$ cat src/rtl/grf_wb_arbiter_pkg.sv
// GRF write-back definitions: address/data widths, the zero register and the buffered md entry.
// Shared by the arbiter, its interface and the compaction queue.
package mips_defs;
   localparam int ADDR_W = 5;
   localparam int DATA_W = 32;
   localparam logic [ADDR_W-1:0] REG_ZERO = '0;

   typedef struct packed {
      logic              valid;
      logic [ADDR_W-1:0] addr;
      logic [DATA_W-1:0] data;
   } wb_entry;

   function automatic logic [31:0] reg_bit(input logic [ADDR_W-1:0] a);
      reg_bit = 32'd1 << a;
   endfunction
endpackage

$ cat src/rtl/grf_wb_arbiter_if.sv
// Bus bundle between the pipeline W stage / md unit and the GRF write-back arbiter.
// master = pipeline side driving requests, slave = the arbiter.
interface grf_wb_arbiter_if;
   import mips_defs::*;

   logic              pipe_we;
   logic [ADDR_W-1:0] pipe_addr;
   logic [DATA_W-1:0] pipe_wd;
   logic              md_valid;
   logic [ADDR_W-1:0] md_addr;
   logic [DATA_W-1:0] md_wd;
   logic              md_ready;
   logic              grf_we;
   logic [ADDR_W-1:0] grf_addr;
   logic [DATA_W-1:0] grf_wd;
   logic              stall_req;
   logic [31:0]       pending_mask;
   logic [2:0]        buf_count;

   modport master (
      output pipe_we, pipe_addr, pipe_wd, md_valid, md_addr, md_wd,
      input  md_ready, grf_we, grf_addr, grf_wd, stall_req, pending_mask, buf_count
   );

   modport slave (
      input  pipe_we, pipe_addr, pipe_wd, md_valid, md_addr, md_wd,
      output md_ready, grf_we, grf_addr, grf_wd, stall_req, pending_mask, buf_count
   );
endinterface

$ cat src/rtl/grf_wb_arbiter_compact_queue.sv
// In-order shift queue: removes popped head and killed entries, compacts, then appends the push.
// One-edge update; caller guarantees push only when count < DEPTH.
module wb_compact_queue
   import mips_defs::*;
#(
   parameter int DEPTH = 2
) (
   input  logic                  clk,
   input  logic                  reset,
   input  logic [DEPTH-1:0]      kill,
   input  logic                  pop,
   input  logic                  push,
   input  wb_entry               push_entry,
   output wb_entry [DEPTH-1:0]   entries,
   output logic [2:0]            count
);
   wb_entry [DEPTH-1:0] ent_q, ent_d;
   logic [2:0]          cnt_q, cnt_d;

   // Survivors are packed toward slot 0 in original order; the new entry lands behind them.
   always_comb begin
      ent_d = '0;
      cnt_d = '0;
      for (int i = 0; i < DEPTH; i++) begin
         if (ent_q[i].valid && !kill[i] && !(pop && i == 0)) begin
            for (int j = 0; j < DEPTH; j++) begin
               if (cnt_d == 3'(j)) ent_d[j] = ent_q[i];
            end
            cnt_d = cnt_d + 3'd1;
         end
      end
      if (push && cnt_d < 3'(DEPTH)) begin
         for (int j = 0; j < DEPTH; j++) begin
            if (cnt_d == 3'(j)) ent_d[j] = push_entry;
         end
         cnt_d = cnt_d + 3'd1;
      end
   end

   always_ff @(posedge clk) begin
      if (!reset) begin
         ent_q <= '0;
         cnt_q <= '0;
      end else begin
         ent_q <= ent_d;
         cnt_q <= cnt_d;
      end
   end

   assign entries = ent_q;
   assign count   = cnt_q;
endmodule

$ cat src/rtl/grf_wb_arbiter.sv
// GRF write-port arbiter: W stage always wins, md results queue and drain into idle W slots.
// Zero-latency W writes, md >=1 cycle (0 with WB_BYPASS_EN); md_ready drops when the buffer is full.
module grf_wb_arbiter
   import mips_defs::*;
#(
   parameter int DEPTH    = 2,
   parameter int MAX_WAIT = 4
) (
   input  logic               clk,
   input  logic               reset,
   grf_wb_arbiter_if.slave    bus
);
   localparam int WW = $clog2(MAX_WAIT + 1);

   wb_entry [DEPTH-1:0] ents;
   wb_entry             head;
   wb_entry             push_entry;
   logic [2:0]          count;
   logic [DEPTH-1:0]    kill;
   logic                busy, ready, pop, push, bypass;
   logic                we_mux;
   logic [ADDR_W-1:0]   addr_mux;
   logic [DATA_W-1:0]   wd_mux;
   logic [31:0]         mask;
   logic [WW-1:0]       wait_q;

   assign head  = ents[0];
   assign busy  = bus.pipe_we && (bus.pipe_addr != REG_ZERO);
   assign ready = (count < 3'(DEPTH));
   assign pop   = !busy && head.valid;

`ifdef WB_BYPASS_EN
   assign bypass = !busy && (count == 3'd0) && bus.md_valid && (bus.md_addr != REG_ZERO);
`else
   assign bypass = 1'b0;
`endif

   // $0 targets and same-cycle W writes to the same register make the md result dead on arrival.
   assign push = bus.md_valid && ready && (bus.md_addr != REG_ZERO)
               && !(busy && bus.md_addr == bus.pipe_addr) && !bypass;
   assign push_entry = '{valid: 1'b1, addr: bus.md_addr, data: bus.md_wd};

   always_comb begin
      kill = '0;
      mask = '0;
      for (int i = 0; i < DEPTH; i++) begin
         kill[i] = busy && ents[i].valid && (ents[i].addr == bus.pipe_addr);
         if (ents[i].valid) mask = mask | reg_bit(ents[i].addr);
      end
   end

   wb_compact_queue #(.DEPTH(DEPTH)) u_queue (
      .clk        (clk),
      .reset      (reset),
      .kill       (kill),
      .pop        (pop),
      .push       (push),
      .push_entry (push_entry),
      .entries    (ents),
      .count      (count)
   );

   always_comb begin
      we_mux   = 1'b0;
      addr_mux = '0;
      wd_mux   = '0;
      if (busy) begin
         we_mux   = 1'b1;
         addr_mux = bus.pipe_addr;
         wd_mux   = bus.pipe_wd;
      end else if (head.valid) begin
         we_mux   = 1'b1;
         addr_mux = head.addr;
         wd_mux   = head.data;
      end else if (bypass) begin
         we_mux   = 1'b1;
         addr_mux = bus.md_addr;
         wd_mux   = bus.md_wd;
      end
   end

   always_ff @(posedge clk) begin
      if (!reset) begin
         wait_q <= '0;
      end else if (pop || !head.valid || kill[0]) begin
         wait_q <= '0;
      end else if (wait_q != WW'(MAX_WAIT)) begin
         wait_q <= wait_q + WW'(1);
      end
   end

   // Reset forces the idle output pattern even before the first clock edge.
   assign bus.md_ready     = !reset || ready;
   assign bus.grf_we       = reset && we_mux;
   assign bus.grf_addr     = addr_mux;
   assign bus.grf_wd       = wd_mux;
   assign bus.stall_req    = reset && head.valid && (wait_q == WW'(MAX_WAIT));
   assign bus.pending_mask = reset ? mask : 32'd0;
   assign bus.buf_count    = reset ? count : 3'd0;
endmodule

$ cat src/flat_wrapper.sv
// flat-port wrapper written by rule: the top's interface ports become plain ports
module grf_wb_arbiter_flat import mips_defs::*;
#(
   parameter int DEPTH    = 2,
   parameter int MAX_WAIT = 4
)
  (clk, reset, bus_pipe_we, bus_pipe_addr, bus_pipe_wd, bus_md_valid, bus_md_addr, bus_md_wd, bus_md_ready, bus_grf_we, bus_grf_addr, bus_grf_wd, bus_stall_req, bus_pending_mask, bus_buf_count);
  grf_wb_arbiter_if bus_i ();
  input  logic clk;
  input  logic reset;
  input wire logic [$bits(bus_i.pipe_we)-1:0] bus_pipe_we;
  input wire logic [$bits(bus_i.pipe_addr)-1:0] bus_pipe_addr;
  input wire logic [$bits(bus_i.pipe_wd)-1:0] bus_pipe_wd;
  input wire logic [$bits(bus_i.md_valid)-1:0] bus_md_valid;
  input wire logic [$bits(bus_i.md_addr)-1:0] bus_md_addr;
  input wire logic [$bits(bus_i.md_wd)-1:0] bus_md_wd;
  output wire logic [$bits(bus_i.md_ready)-1:0] bus_md_ready;
  output wire logic [$bits(bus_i.grf_we)-1:0] bus_grf_we;
  output wire logic [$bits(bus_i.grf_addr)-1:0] bus_grf_addr;
  output wire logic [$bits(bus_i.grf_wd)-1:0] bus_grf_wd;
  output wire logic [$bits(bus_i.stall_req)-1:0] bus_stall_req;
  output wire logic [$bits(bus_i.pending_mask)-1:0] bus_pending_mask;
  output wire logic [$bits(bus_i.buf_count)-1:0] bus_buf_count;
  assign bus_i.pipe_we = bus_pipe_we;
  assign bus_i.pipe_addr = bus_pipe_addr;
  assign bus_i.pipe_wd = bus_pipe_wd;
  assign bus_i.md_valid = bus_md_valid;
  assign bus_i.md_addr = bus_md_addr;
  assign bus_i.md_wd = bus_md_wd;
  assign bus_md_ready = bus_i.md_ready;
  assign bus_grf_we = bus_i.grf_we;
  assign bus_grf_addr = bus_i.grf_addr;
  assign bus_grf_wd = bus_i.grf_wd;
  assign bus_stall_req = bus_i.stall_req;
  assign bus_pending_mask = bus_i.pending_mask;
  assign bus_buf_count = bus_i.buf_count;
  grf_wb_arbiter #(.DEPTH(DEPTH), .MAX_WAIT(MAX_WAIT)) u_core (.clk(clk), .reset(reset), .bus(bus_i));
endmodule
$ cat config.mk
export PLATFORM = sky130hd
export DESIGN_NAME = grf_wb_arbiter_flat
export DESIGN_NICKNAME = d
export VERILOG_FILES = /design/src/rtl/grf_wb_arbiter_pkg.sv /design/src/rtl/grf_wb_arbiter_if.sv /design/src/rtl/grf_wb_arbiter_compact_queue.sv /design/src/rtl/grf_wb_arbiter.sv /design/src/flat_wrapper.sv
export SDC_FILE = /design/constraint.sdc
export NUM_CORES = 1
export LEC_CHECK = 0
export CAP_MARGIN = 20
export CORE_UTILIZATION = 30
export DETAILED_ROUTE_END_ITERATION = 16
export PLACE_DENSITY_LB_ADDON = 0.1
export SKIP_CTS_REPAIR_TIMING = 1
export SLEW_MARGIN = 20
export SYNTH_ARGS = -nofsm -noshare
export SYNTH_HDL_FRONTEND = slang
export SYNTH_SLANG_ARGS = --single-unit
$ cat constraint.sdc
create_clock -name clk -period 3.1 [get_ports clk]
set_input_delay 0.62 -clock clk [delete_from_list [all_inputs] [get_ports clk]]
set_output_delay 0.62 -clock clk [all_outputs]
set_load 0.02 [all_outputs]
==> After elaboration in Yosys (flattened, before gate mapping) <==
Index checks and enable logic that the tools add are counted.
{ "totals": {"ff_bits": 82} }
{ "classes": {"magnitude_cmp": 2, "eq_ne": 7, "n_reduce_logical": 32, "shift": 2, "addsub": 3, "n_mux": 20, "bitwise_logic": 2} }
{ "op_table": {"columns": ["op", "count"], "rows": [
  ["$mux W38", 5],
  ["$mux W32", 5],
  ["$mux W76", 2],
  ["$shl A1 B5 Y32 const A", 2],
  ["$or A32 B32 Y32", 1],
  ["$logic_and A1 B1 Y1", 17],
  ["$eq A5 B5 Y1", 3],
  ["$mux W5", 2],
  ["$reduce_bool A5 Y1", 2],
  ["$logic_not A1 Y1", 7],
  ["$add A3 B1 Y3 const B", 2],
  ["$logic_not A3 Y1", 2],
  ["$lt A3 B2 Y1 const B", 2],
  ["$mux W3", 2],
  ["$eq A3 B1 Y1 const B", 1],
  ["$eq A3 B3 Y1 const B", 1],
  ["$logic_or A1 B1 Y1", 3],
  ["$mux W1", 3],
  ["$ne A3 B3 Y1 const B", 1],
  ["$add A1 B1 Y2 const B", 1],
  ["$mux W2", 1],
  ["$reduce_or A2 Y1", 1],
  ["$eq A1 B1 Y1 const B", 1],
  ["$not A1 Y1", 1]
]} }

==> Depth between registers and ports, before layout <==
{ "logic_depth": {"depth_word": 13, "ltp_mapped": 14, "mapped_depth_nobuf": 10} }

==> By module <==
From an unflattened synthesis, not the netlist that was laid out.
{ "unflattened": {"hier_cells": 717, "hier_area_um2": 5607.9} }
{ "by_module_without_submodules": {"columns": ["module", "n_inst", "area_per_inst_um2", "cells_each"], "rows": [
  ["wb_compact_queue", 1, 3937.5, 421],
  ["grf_wb_arbiter", 1, 1670.4, 296]
]} }

==> Worst setup path after synthesis <==
OpenSTA, ideal clock, no wires.
{ "synth_timing": {"kind": "input to register", "start": "input port bus_pipe_addr[0]", "end": "register u_core.u_queue.ent_q (netlist bit u_core.u_queue.entries[45])", "path_buffers": 4, "path_slack_ns": -0.283, "stages": 14, "t_arrival_ns": 3.324, "cell_sequence": "buf_2 xor2_1 nor3_1 a21bo_4 inv_1 clkbuf_1 ha_1 nor4b_1 o21ai_0 a311oi_2 and2_1 buf_4 buf_1 a22o_1"} }
{ "synth_via": {"elab_chain_len": 13, "elab_cells_between_ends": 31, "cone_classes": "1 x add/sub; 1 x order compare; 5 x eq/ne; 6 x mux; 18 x reduce/logical"} }
{ "synth_rtl": {"columns": ["element", "line", "text"], "rows": [
  ["start, declared", "flat_wrapper.sv:12", "input wire logic [$bits(bus_i.pipe_addr)-1:0] bus_pipe_addr;"],
  ["$reduce_bool A5 Y1", "grf_wb_arbiter.sv:28", "assign busy = bus.pipe_we && (bus.pipe_addr != REG_ZERO);"],
  ["$logic_and A1 B1 Y1", "grf_wb_arbiter.sv:28", null],
  ["$logic_and A1 B1 Y1 (2 in series)", "grf_wb_arbiter.sv:47", "kill[i] = busy && ents[i].valid && (ents[i].addr == bus.pipe_addr);"],
  ["$logic_not A1 Y1", "grf_wb_arbiter_compact_queue.sv:25", "if (ent_q[i].valid && !kill[i] && !(pop && i == 0)) begin"],
  ["$logic_and A1 B1 Y1 (2 in series)", "grf_wb_arbiter_compact_queue.sv:25", null],
  ["$mux W1", "grf_wb_arbiter_compact_queue.sv:25", null],
  ["$add A1 B1 Y2 / $eq A1 B1 Y1 (equally long branches)", "grf_wb_arbiter_compact_queue.sv:29, grf_wb_arbiter_compact_queue.sv:27", null],
  ["$mux W2 / $mux W38 (equally long branches)", "grf_wb_arbiter_compact_queue.sv:25, grf_wb_arbiter_compact_queue.sv:27", null],
  ["$lt A3 B2 Y1 (tied with other cells)", "grf_wb_arbiter_compact_queue.sv:32", "if (push && cnt_d < 3'(DEPTH)) begin"],
  ["$logic_and A1 B1 Y1 / $mux W38 (equally long branches)", "grf_wb_arbiter_compact_queue.sv:32, grf_wb_arbiter_compact_queue.sv:34", null],
  ["$mux W76 (*)", "grf_wb_arbiter_compact_queue.sv:32", null],
  ["end signal, assigned", "grf_wb_arbiter_compact_queue.sv:45", "ent_q <= ent_d;"],
  ["end, declared", "grf_wb_arbiter_compact_queue.sv:17", "wb_entry [DEPTH-1:0] ent_q, ent_d;"]
]} }
Mark *: on every way between the ends. The rest lies on a longest branch, timed or not.
A chain may end at the register's enable or synchronous reset.

==> Final worst setup path <==
{ "layout_timing": {"start": "input port bus_pipe_addr[3]", "end": "register u_core.u_queue.ent_q (netlist bit u_core.u_queue.entries[42])"} }
The elaborated chain is that of the path after synthesis.

==> impl_results.md <==
* Number of clock sinks at 82
* Cell type with the largest total area after synthesis: dfxtp_1
* Commonest register cell after synthesis: dfxtp_1
* Number of DRC violations after detailed-routing iteration 0 at 251
* Transition time of the tightest slew-check pin at 1010 ps
* Clock-pin transition on the worst setup and hold timing paths at 60 ps
* Post-detailed-route wirelength per cell at roughly 17 µm
* Number of maximum-capacitance violations at 0
* Number of antenna diodes at 0
* Number of remaining DRC errors at 0
* Summed instance area of the synthesized netlist at roughly 4600 µm²
* IO Port Bufs at 152
* Total chip power at 2.83 mW
* Cell chain of the critical path: clkbuf_2, or4_4, o21ai_4, a211oi_4, ha_4, nor4b_4, o21ai_4, a311oi_2, buf_4, nor4_4, buf_4, clkbuf_16, a22o_2
* CTS Buffer Depth at 2
* Type of the worst setup path: in -> reg
* Number of detailed-routing iterations run before antenna repair at 5
* Residual overflow from global routing at 0
* Wirelength, routed at approximately 16,000 µm
* Worst-case hold slack at between 400 and 500 ps
* Number of nets produced by synthesis at 703
* Clock period minus final worst setup slack at between 3000 and 4000 ps
* Setup WS pre-CTS at -666 ps
* Total power per unit cell area at 399 nW/µm²
* Unrepaired setup endpoints after global routing: yes
* Overall Global Routing Usage at between 10% and 20%
* Met1 wire length at 7560 µm
* Final number of setup-violating endpoints at 0
* EDFF count, synth at 0
* Syn-to-layout area delta at 53.3%
* Via count of the first global-routing pass at 4,868
* Average instance area after synthesis at 7.46 µm²
* Relative max-transition margin at 32.8%
* Startpoint class of the critical path: primary input
* Worst path max stage delay at around 560 ps
* Top sig layer: met4
* Die outline area at 15,900 µm²
* Number of unique standard cell types used by synthesis at 43
* Peak Freq at 0.328 GHz
* Placed wire-length estimate at 10,600 µm
* Placeable core region at 15,100 µm²
* Routed wl met2 at 7830 µm
* Chip Width at 126 µm
* Fraction of final layout cells sized beyond drive strength 1 at 12.6%
* Cell area after placement at about 6500 µm²
* Height of the chip at 126 µm
* Nature of the critical path endpoint: flip-flop
* Post-DRT Antenna Nets at 0
* Cell with the largest stage delay on the worst path: or4_4
* Run status: complete, no violations
* Static leakage at 3.09 nW
* Final Max Slew Viols at 0
* IR drop worst, VDD at roughly 0.23 mV
* Last weighted congestion value of the routability-driven placer at between 0.8 and 0.9
* Post-route clock period utilization at 98.4%
* Sequential area share after synthesis at 35.5%
* Final #Nets at 854
* Highest fanout seen on the critical path at 6
* Hold violation total from the final report at 0
* Clock root buffer: clkbuf_16
* Routed length on met3 at 802 µm
* Filler cell count in the final layout at 1,492
* Register area at approximately 1600 µm²
* Source-to-sink clock delay at the later pin of the worst-skew pair at 340 ps
* Instance count of the mapped netlist at 620
* Yosys synthesis warning count at 0
* Post-layout utilization of the core at 46.8%
* Post-synthesis async set-or-reset flop share at 0%
* Share of the synthesized area in the top cell type at 35.5%
* Starting Density at 30.5%
* Hold WC Path Type: reg -> reg
* Wire length of the first global-routing pass at around 25,000 µm
* Area of the multi-input gates at approximately 2800 µm²
* CTS Buf Count at 9
* Min setup slack post-route at 51.1 ps
* TritonCTS clock tree: built
* Worst Skew at a little over 8 ps
* Number of H-tree branching levels at 3
* Via count of the routed design at 5,140
* Area of all placed cells without fillers at 7090 µm²
* Arrival @ worst endpoint at 3280 ps
* Largest net degree at the start of global routing at 47
* Number of core rows at 45
* Top cells by area in the synthesized netlist: dfxtp_1 35%, nand3_1 11%, nand2_1 8.0%
* CP required at 3330 ps
* Number of antenna violations at the first check in global routing at 0
* I/O pins at between 150 and 200
* Flops & latches, synth at 82
* Detail-routed via count per cell at around 5.3
## power breakdown
part	switching, mW	internal, mW	leakage, nW
sequential	0.0209	1.08	0.667
clock	0.451	0.791	0.167
combinational	0.258	0.228	2.26
total	0.729	2.10	3.09
## synthesized netlist by cell type (all sizes together) (2+ instances only)
master  count
ha          5
a21oi       6
or4         2
and2        7
clkbuf     46
dfxtp      82
nand3     105
xor2       13
o22a       26
o32a        3
o21ai      43
xnor2       4
inv        10
nor2b       4
or2         2
nand2      99
a31oi      38
nor3        5
nand2b      7
a22o       37
nor2       46
buf        17
## routing by layer
layer	vias to the layer above	track usage (%)
met1	2454	25.6
met2	158	33.2
li1	2508	-
met3	20	3.82
met5	-	0
met4	0	5.74
## worst max-delay path, delay by kind of cell
kind,cells,cell delay [ps]
AO/OA/AOI/OAI,5,960
AND/OR/NAND/NOR,3,900
buffers and inverters,4,600
adder cells (fa/ha/maj),1,190
## per-stage QoR
stage / setup TNS (ps) / instances
final: 0 / 964
after global routing: -341 / 964
after CTS: -41260 / 954
after detailed placement: -64250 / 938
after global placement: -67990 / 938
after floorplan: -65.0 / 620
## cells in the final DEF (no fill, tap or decap), types with 2 or more instances in the layout
master,synthesis,layout
a22o_1,30,30
clkbuf_2,0,5
nor2_1,46,46
dlymetal6s2s_1,0,36
buf_12,0,5
o22a_1,26,26
buf_6,3,3
a22o_2,7,7
inv_1,9,8
o21ai_0,42,41
dfxtp_1,82,81
bufinv_16,0,3
o21ai_4,0,2
o32a_1,3,3
xor2_1,13,13
clkdlybuf4s50_1,0,111
clkbuf_16,0,11
nand2_1,99,99
or2_2,2,2
a21oi_1,6,5
xnor2_1,4,4
and2_1,6,7
nor3_1,5,3
buf_4,1,41
nand2b_1,7,7
a31oi_1,38,38
nor2b_1,4,3
ha_1,5,4
nand3_1,105,105
nor3_2,0,2
## worst paths after layout
kind         slack (ps)                                   from  depth (start not counted)                                     to
min                 480  u_core.u_queue.entries[56]$_SDFF_PN0_                          1  u_core.u_queue.entries[56]$_SDFF_PN0_
max reg2reg         300  u_core.u_queue.entries[35]$_SDFF_PN0_                         13  u_core.u_queue.entries[49]$_SDFF_PN0_
min reg2reg         480  u_core.u_queue.entries[56]$_SDFF_PN0_                          1  u_core.u_queue.entries[56]$_SDFF_PN0_
max                  50                       bus_pipe_addr[3]                         13  u_core.u_queue.entries[42]$_SDFF_PN0_
## final cells by class
type	count	area share (%)
multi-input cells	465	38.8
repair buffers	203	29.3
flip-flops and latches	82	23.2
well taps	188	3.32
clock buffers	10	3.23
clock inverters	6	1.59
inverters	10	0.565
## logic make-up after synthesis
logic type / count (synthesis) / share of synthesized area (%)
adders and majority gates: 5 / 1.35
other: 1 / 0.0811
and+or+nand+nor: 279 / 27.4
DFF: 82 / 35.5
buffers and inverters: 73 / 6.74
AOI/OAI and AO/OA: 163 / 25.7
xor gates and xnor gates: 17 / 3.22
## state kept, by name (all words and copies together), names as in the netlist
signal and flops:
u_core.u_queue.count 3, u_core.u_queue.entries 76, u_core.wait_q 3
(Power assumes the default switching activity.)
